File: src/rtl/axi2mem_tcdm_rd_if.sv
`default_nettype none
// ============================================================================
// Module   : axi2mem_tcdm_rd_if
// Purpose  : Read-side TCDM interface of the axi2mem bridge. Queues paired
//            32-bit word read commands per lane, issues them to two TCDM
//            master ports under response-buffer credit, and re-packs the
//            returned words into 64-bit beats carrying id/last.
// Ports    : clk_i/rst_i          clock, synchronous active-high reset
//            trans_*              per-lane command input (req/gnt handshake)
//            tcdm_*               two 32-bit TCDM master ports (read only)
//            data_*               64-bit beat output (gnt = available, req = pop)
// Revision : 1.0 - initial release
// ============================================================================
module axi2mem_tcdm_rd_if #(
    parameter int unsigned CMD_DEPTH  = 2,
    parameter int unsigned RESP_DEPTH = 4,
    parameter int unsigned ID_WIDTH   = 6
) (
    input  logic                     clk_i,
    input  logic                     rst_i,
    input  logic [1:0]               trans_req_i,
    input  logic [1:0][31:0]         trans_add_i,
    input  logic [1:0][3:0]          trans_be_i,
    input  logic [1:0][ID_WIDTH-1:0] trans_id_i,
    input  logic [1:0]               trans_last_i,
    output logic [1:0]               trans_gnt_o,
    output logic [1:0]               tcdm_req_o,
    output logic [1:0][31:0]         tcdm_add_o,
    output logic [1:0]               tcdm_wen_o,
    output logic [1:0][3:0]          tcdm_be_o,
    output logic [1:0][31:0]         tcdm_wdata_o,
    input  logic [1:0]               tcdm_gnt_i,
    input  logic [1:0]               tcdm_r_valid_i,
    input  logic [1:0][31:0]         tcdm_r_rdata_i,
    output logic [63:0]              data_dat_o,
    output logic [ID_WIDTH-1:0]      data_id_o,
    output logic                     data_last_o,
    output logic                     data_gnt_o,
    input  logic                     data_req_i
);

    localparam int unsigned CAW   = $clog2(CMD_DEPTH);
    localparam int unsigned RAW   = $clog2(RESP_DEPTH);
    localparam int unsigned CMD_W = 32 + 4 + ID_WIDTH + 1;   // {add, be, id, last}
    localparam int unsigned RSP_W = 32 + ID_WIDTH + 1;       // {data, id, last}

    logic [1:0][31:0]         head_data;
    logic [1:0][ID_WIDTH-1:0] head_id;
    logic [1:0]               head_last;
    logic [1:0]               resp_nonempty;
    logic                     data_pop;
    logic                     w_unused;

    assign tcdm_wen_o   = 2'b11;
    assign tcdm_wdata_o = '0;

    assign data_gnt_o  = &resp_nonempty;
    assign data_pop    = data_req_i && data_gnt_o;
    assign data_dat_o  = {head_data[1], head_data[0]};
    assign data_id_o   = head_id[0];
    assign data_last_o = head_last[0];

    // Lane 1 carries its own tag copy; only lane 0's is presented.
    assign w_unused = ^{head_id[1], head_last[1]};

    for (genvar k = 0; k < 2; k++) begin : g_lane
        // Command FIFO
        logic [CMD_W-1:0] cmd_mem_q [CMD_DEPTH];
        logic [CAW-1:0]   cmd_wptr_q, cmd_rptr_q;
        logic [CAW:0]     cmd_cnt_q;
        logic [CMD_W-1:0] cmd_head;
        logic             cmd_push, cmd_pop;

        // Response FIFO
        logic [RSP_W-1:0] rsp_mem_q [RESP_DEPTH];
        logic [RAW-1:0]   rsp_wptr_q, rsp_rptr_q;
        logic [RAW:0]     rsp_cnt_q;
        logic [RSP_W-1:0] rsp_head;
        logic             rsp_push;

        // Outstanding request tracking
        logic [RAW+1:0]      used;
        logic                inflight_q, inflight_d;
        logic [ID_WIDTH-1:0] tag_id_q;
        logic                tag_last_q;

        assign trans_gnt_o[k] = (cmd_cnt_q != (CAW+1)'(CMD_DEPTH));
        assign cmd_push       = trans_req_i[k] && trans_gnt_o[k];
        assign cmd_head       = cmd_mem_q[cmd_rptr_q];

        // Credit: buffered responses plus the one possibly in flight must
        // leave room, so a response landing with a new grant never overflows.
        assign used           = {1'b0, rsp_cnt_q} + (RAW+2)'(inflight_q);
        assign tcdm_req_o[k]  = (cmd_cnt_q != '0) && (used < (RAW+2)'(RESP_DEPTH));
        assign cmd_pop        = tcdm_req_o[k] && tcdm_gnt_i[k];
        assign tcdm_add_o[k]  = cmd_head[CMD_W-1 -: 32];
        assign tcdm_be_o[k]   = cmd_head[ID_WIDTH+1 +: 4];

        // Fixed one-cycle latency: the tag register always matches the
        // response arriving this cycle, and a new grant may refill it.
        assign rsp_push   = tcdm_r_valid_i[k] && inflight_q;
        assign inflight_d = cmd_pop || (inflight_q && !tcdm_r_valid_i[k]);

        assign rsp_head         = rsp_mem_q[rsp_rptr_q];
        assign resp_nonempty[k] = (rsp_cnt_q != '0);
        assign head_data[k]     = rsp_head[RSP_W-1 -: 32];
        assign head_id[k]       = rsp_head[1 +: ID_WIDTH];
        assign head_last[k]     = rsp_head[0];

        always_ff @(posedge clk_i) begin
            if (rst_i) begin
                cmd_wptr_q <= '0;
                cmd_rptr_q <= '0;
                cmd_cnt_q  <= '0;
                rsp_wptr_q <= '0;
                rsp_rptr_q <= '0;
                rsp_cnt_q  <= '0;
                inflight_q <= 1'b0;
                tag_id_q   <= '0;
                tag_last_q <= 1'b0;
            end else begin
                if (cmd_push) cmd_wptr_q <= cmd_wptr_q + CAW'(1);
                if (cmd_pop)  cmd_rptr_q <= cmd_rptr_q + CAW'(1);
                cmd_cnt_q <= cmd_cnt_q + (CAW+1)'(cmd_push) - (CAW+1)'(cmd_pop);

                if (rsp_push) rsp_wptr_q <= rsp_wptr_q + RAW'(1);
                if (data_pop) rsp_rptr_q <= rsp_rptr_q + RAW'(1);
                rsp_cnt_q <= rsp_cnt_q + (RAW+1)'(rsp_push) - (RAW+1)'(data_pop);

                inflight_q <= inflight_d;
                if (cmd_pop) begin
                    tag_id_q   <= cmd_head[1 +: ID_WIDTH];
                    tag_last_q <= cmd_head[0];
                end
            end
        end

        // Storage arrays need no reset: occupancy is governed by the counters.
        always_ff @(posedge clk_i) begin
            if (cmd_push) begin
                cmd_mem_q[cmd_wptr_q] <= {trans_add_i[k], trans_be_i[k],
                                          trans_id_i[k], trans_last_i[k]};
            end
            if (rsp_push) begin
                rsp_mem_q[rsp_wptr_q] <= {tcdm_r_rdata_i[k], tag_id_q, tag_last_q};
            end
        end
    end

endmodule
`default_nettype wire

File: config.mk
export PLATFORM = sky130hd
export DESIGN_NAME = axi2mem_tcdm_rd_if
export DESIGN_NICKNAME = d
export VERILOG_FILES = /design/src/rtl/axi2mem_tcdm_rd_if.sv
export SDC_FILE = /design/constraint.sdc
export NUM_CORES = 1
export LEC_CHECK = 0
export BUFFER_PORTS_ARGS = -buffer_cell sky130_fd_sc_hd__clkbuf_2
export CAP_MARGIN = 20
export CORE_MARGIN = 4
export CORE_UTILIZATION = 45
export CTS_CLUSTER_SIZE = 14
export DETAILED_ROUTE_END_ITERATION = 16
export HOLD_SLACK_MARGIN = 0.02
export PLACE_DENSITY_LB_ADDON = 0.3
export RECOVER_POWER = 25
export SYNTH_ARGS = -nofsm -noshare
export SYNTH_HDL_FRONTEND = slang
export SYNTH_SLANG_ARGS = --single-unit
File: constraint.sdc
create_clock -name clk_i -period 2.6 [get_ports clk_i]
set_clock_uncertainty 0.05 [all_clocks]
set_input_delay 0.13 -clock clk_i [delete_from_list [all_inputs] [get_ports clk_i]]
set_output_delay 0.13 -clock clk_i [all_outputs]
set_load 0.1 [all_outputs]
==> run metrics <==
final setup vio count 0; CTS buffer count between 40 and 50; grt ovf 0; CP startpoint kind register; fin util 58.4%; first-pass GRT wire length 54600 um; Worst-path clk slew 60 ps; # rows 74; synth unique cells 47; H-Tree Depth 2; Final Hold Fails 0; Slew @ Worst Pin 724 ps; Tcrit/Tclk final 92.1%; CTS tree built; gr usage total 15.6%; HP Class input port to register; full die area 44600 um2; Area Overhead vs Synth 28.4%; DRC Markers 0; post-synthesis sequential area ratio between 70% and 80%; switching pwr 8.63 mW; drt pass-1 iters 4; CP Launch Point g_lane[0].rsp_cnt_q[1]$_SDFF_PP0_; internal cell power around 15 mW; placed cells 1708; total power 23.2 mW; postcts setup bufs 0; die width about 210 um; Port Buffers 299; status finished, final reports clean; worst skew pair latency 570 ps; Flop pwr share 40.4%; starting DRC count in detailed routing 453; Max Clk Rate 418 MHz; RSZ-0062 raised after global routing false; worst rel slew slack 51.8%; Mapped Cells 924; top cells by area, synth edfxtp_1 (71%), mux4_2 (8.6%), mux2_2 (5.0%); Max FO, Critical Path 7; Pwr per Cell Area 971 nW/um2; CP Cell Sequence ha_1 -> or2_2 -> a31oi_1 -> o22a_1 -> clkbuf_4; R2R setup slack 360 ps; VDD IR max 1.02 mV; Avg Cell Area, Syn 20.1 um2; I/O Pins around 370; GP Congestion 0.717; vias in the first global route roughly 10000; Sink Count 479; initial antenna violation count 0; Hold Crit Start rst_i; Vias 9391; Switching Fraction 37.3%; clock power share 28.4%; CP max-delay cell dfxtp_1; fin nets 1556; post-synth top area cell edfxtp_1; Seq cells post-synth 479; CP Class register to primary output; Routed wire per std cell 18.1 um; layout cells sized above 1 around 34%; Setup TNS 0 ps; Worst path max stage delay ~380 ps; Synth Warn # 0; detailed placement HPWL about 21000 um; worst r2r src g_lane[1].rsp_cnt_q[1]$_SDFF_PP0_; Die Y 211 um; clock buffer depth 3; Mapped Area 18600 um2; drt total wl 35300 um; crit end category primary output; root buf cell clkbuf_16; top_reg_cell synth edfxtp_1; Final min period between 2000 and 2500 ps; combinational power share 31.2%; Initial Util a little under half; largest net degree at the start of global routing 40; Leak Pwr 8.45 nW; Synth top area share 71.4%; Slew Viols, Final 0; Core ar. 40800 um2; final cell count without fillers 1947; vias per cell roughly 4.8; number of synthesized flops with an enable pin 442; maxcap violations 0; # diodes 0; Worst EP required ~2400 ps; hold slack ~170 ps; CP Data Arrival Time 2210 ps; post-detailed-route count of antenna-violating nets 0; async set or reset register ratio after synthesis 0%
[kinds of logic after synthesis]
| logic type | synth area share, % |
|---|---|
| AOI/OAI and AO/OA | 0.970 |
| xor gates and xnor gates | 0.283 |
| adders and majority gates | 1.43 |
| buffers and inverters | 5.27 |
| DFF | 75.4 |
| muxes | 14.2 |
| other | 0.0404 |
| and+or+nand+nor | 2.42 |
[flip-flops by register name, summed over array words and instances (netlist names), named ones only]
signal	cells
g_lane.rsp_mem_q	284
g_lane.cmd_mem_q	158
g_lane.rsp_cnt_q	6
g_lane.tag_id_q	6
g_lane.cmd_cnt_q	4
g_lane.rsp_rptr_q	4
g_lane.rsp_wptr_q	4
g_lane.cmd_rptr_q	2
g_lane.cmd_wptr_q	2
g_lane.inflight_q	2
g_lane.tag_last_q	1
[stage by stage]
stage	worst slack [ps]	cell area, um2
3_5_place_dp	370	20900
6_report	206	23900
2_1_floorplan	32.6	18800
4_1_cts	6.81	24000
5_1_grt	96.8	23900
3_3_place_gp	443	20900
[power by group through the flow]
stage          combinational, mW  clock [mW]  sequential, mW
2_1_floorplan               6.08           0            9.42
3_3_place_gp                7.06           0            9.47
3_5_place_dp                7.09           0            9.51
4_1_cts                     7.29        6.81            9.35
5_1_grt                     7.52        7.13            9.41
6_report                    7.24        6.58            9.35
[layout make-up]
type / instances / area, um2
fillers: 3036 / 17000
clock inverters: 22 / 183
clock buffers: 67 / 1330
well taps: 532 / 666
repair buffers: 470 / 3750
inverters: 18 / 73.8
flip-flops and latches: 479 / 14000
multi-input cells: 359 / 3840
[Yosys cell counts (4+ instances only)]
master / n
ha_1: 18
and3_1: 11
inv_1: 17
xor2_1: 4
buf_4: 104
buf_2: 18
nand3_1: 4
mux2_2: 83
clkbuf_1: 7
mux4_2: 71
nor2_1: 20
edfxtp_1: 442
mux2i_1: 8
a21oi_1: 9
nand2_1: 6
dfxtp_1: 37
nor2b_1: 18
[final timing paths]
check,end,cells after the start
hold reg to reg,g_lane[0].rsp_mem_q[3][6]$_DFFE_PP_,0
setup reg to reg,g_lane[0].rsp_cnt_q[2]$_SDFF_PP0_,8
hold / removal,g_lane[0].rsp_wptr_q[0]$_SDFFE_PP0P_,2
setup / recovery,tcdm_req_o[0],5
[worst max-delay path: cells and delay by family, from the launching register on]
kind | cells | cell delay, ps
flip-flops | 1 | 380
AO/OA/AOI/OAI | 2 | 380
buffers and inverters | 1 | 340
AND/OR/NAND/NOR | 1 | 300
adder cells (fa/ha/maj) | 1 | 250
[repair_timing]
action,in CTS,in global routing
hold buffers,150,0
gates resized for setup,0,2
hold endpoints to repair,428,0
setup endpoints to repair,0,1
[layout by cell type (no fill, tap or decap), types with 20 or more instances in the layout]
cell	instances
edfxtp_1	442
clkbuf_2	179
dlygate4sd3_1	150
clkbuf_1	95
mux2_2	83
mux4_2	71
conb_1	66
clkbuf_16	49
buf_12	48
dfxtp_1	33
nor2_1	20
[per-layer routing]
metal | up-vias | wire [um] | track usage [%]
li1 | 4363 | - | -
met4 | 0 | 794 | 5.07
met5 | - | 0 | 0
met1 | 4724 | 14300 | 19.7
met2 | 250 | 18100 | 26.6
met3 | 54 | 2150 | 3.95
No activity file was read; power rests on OpenSTA's default activity.
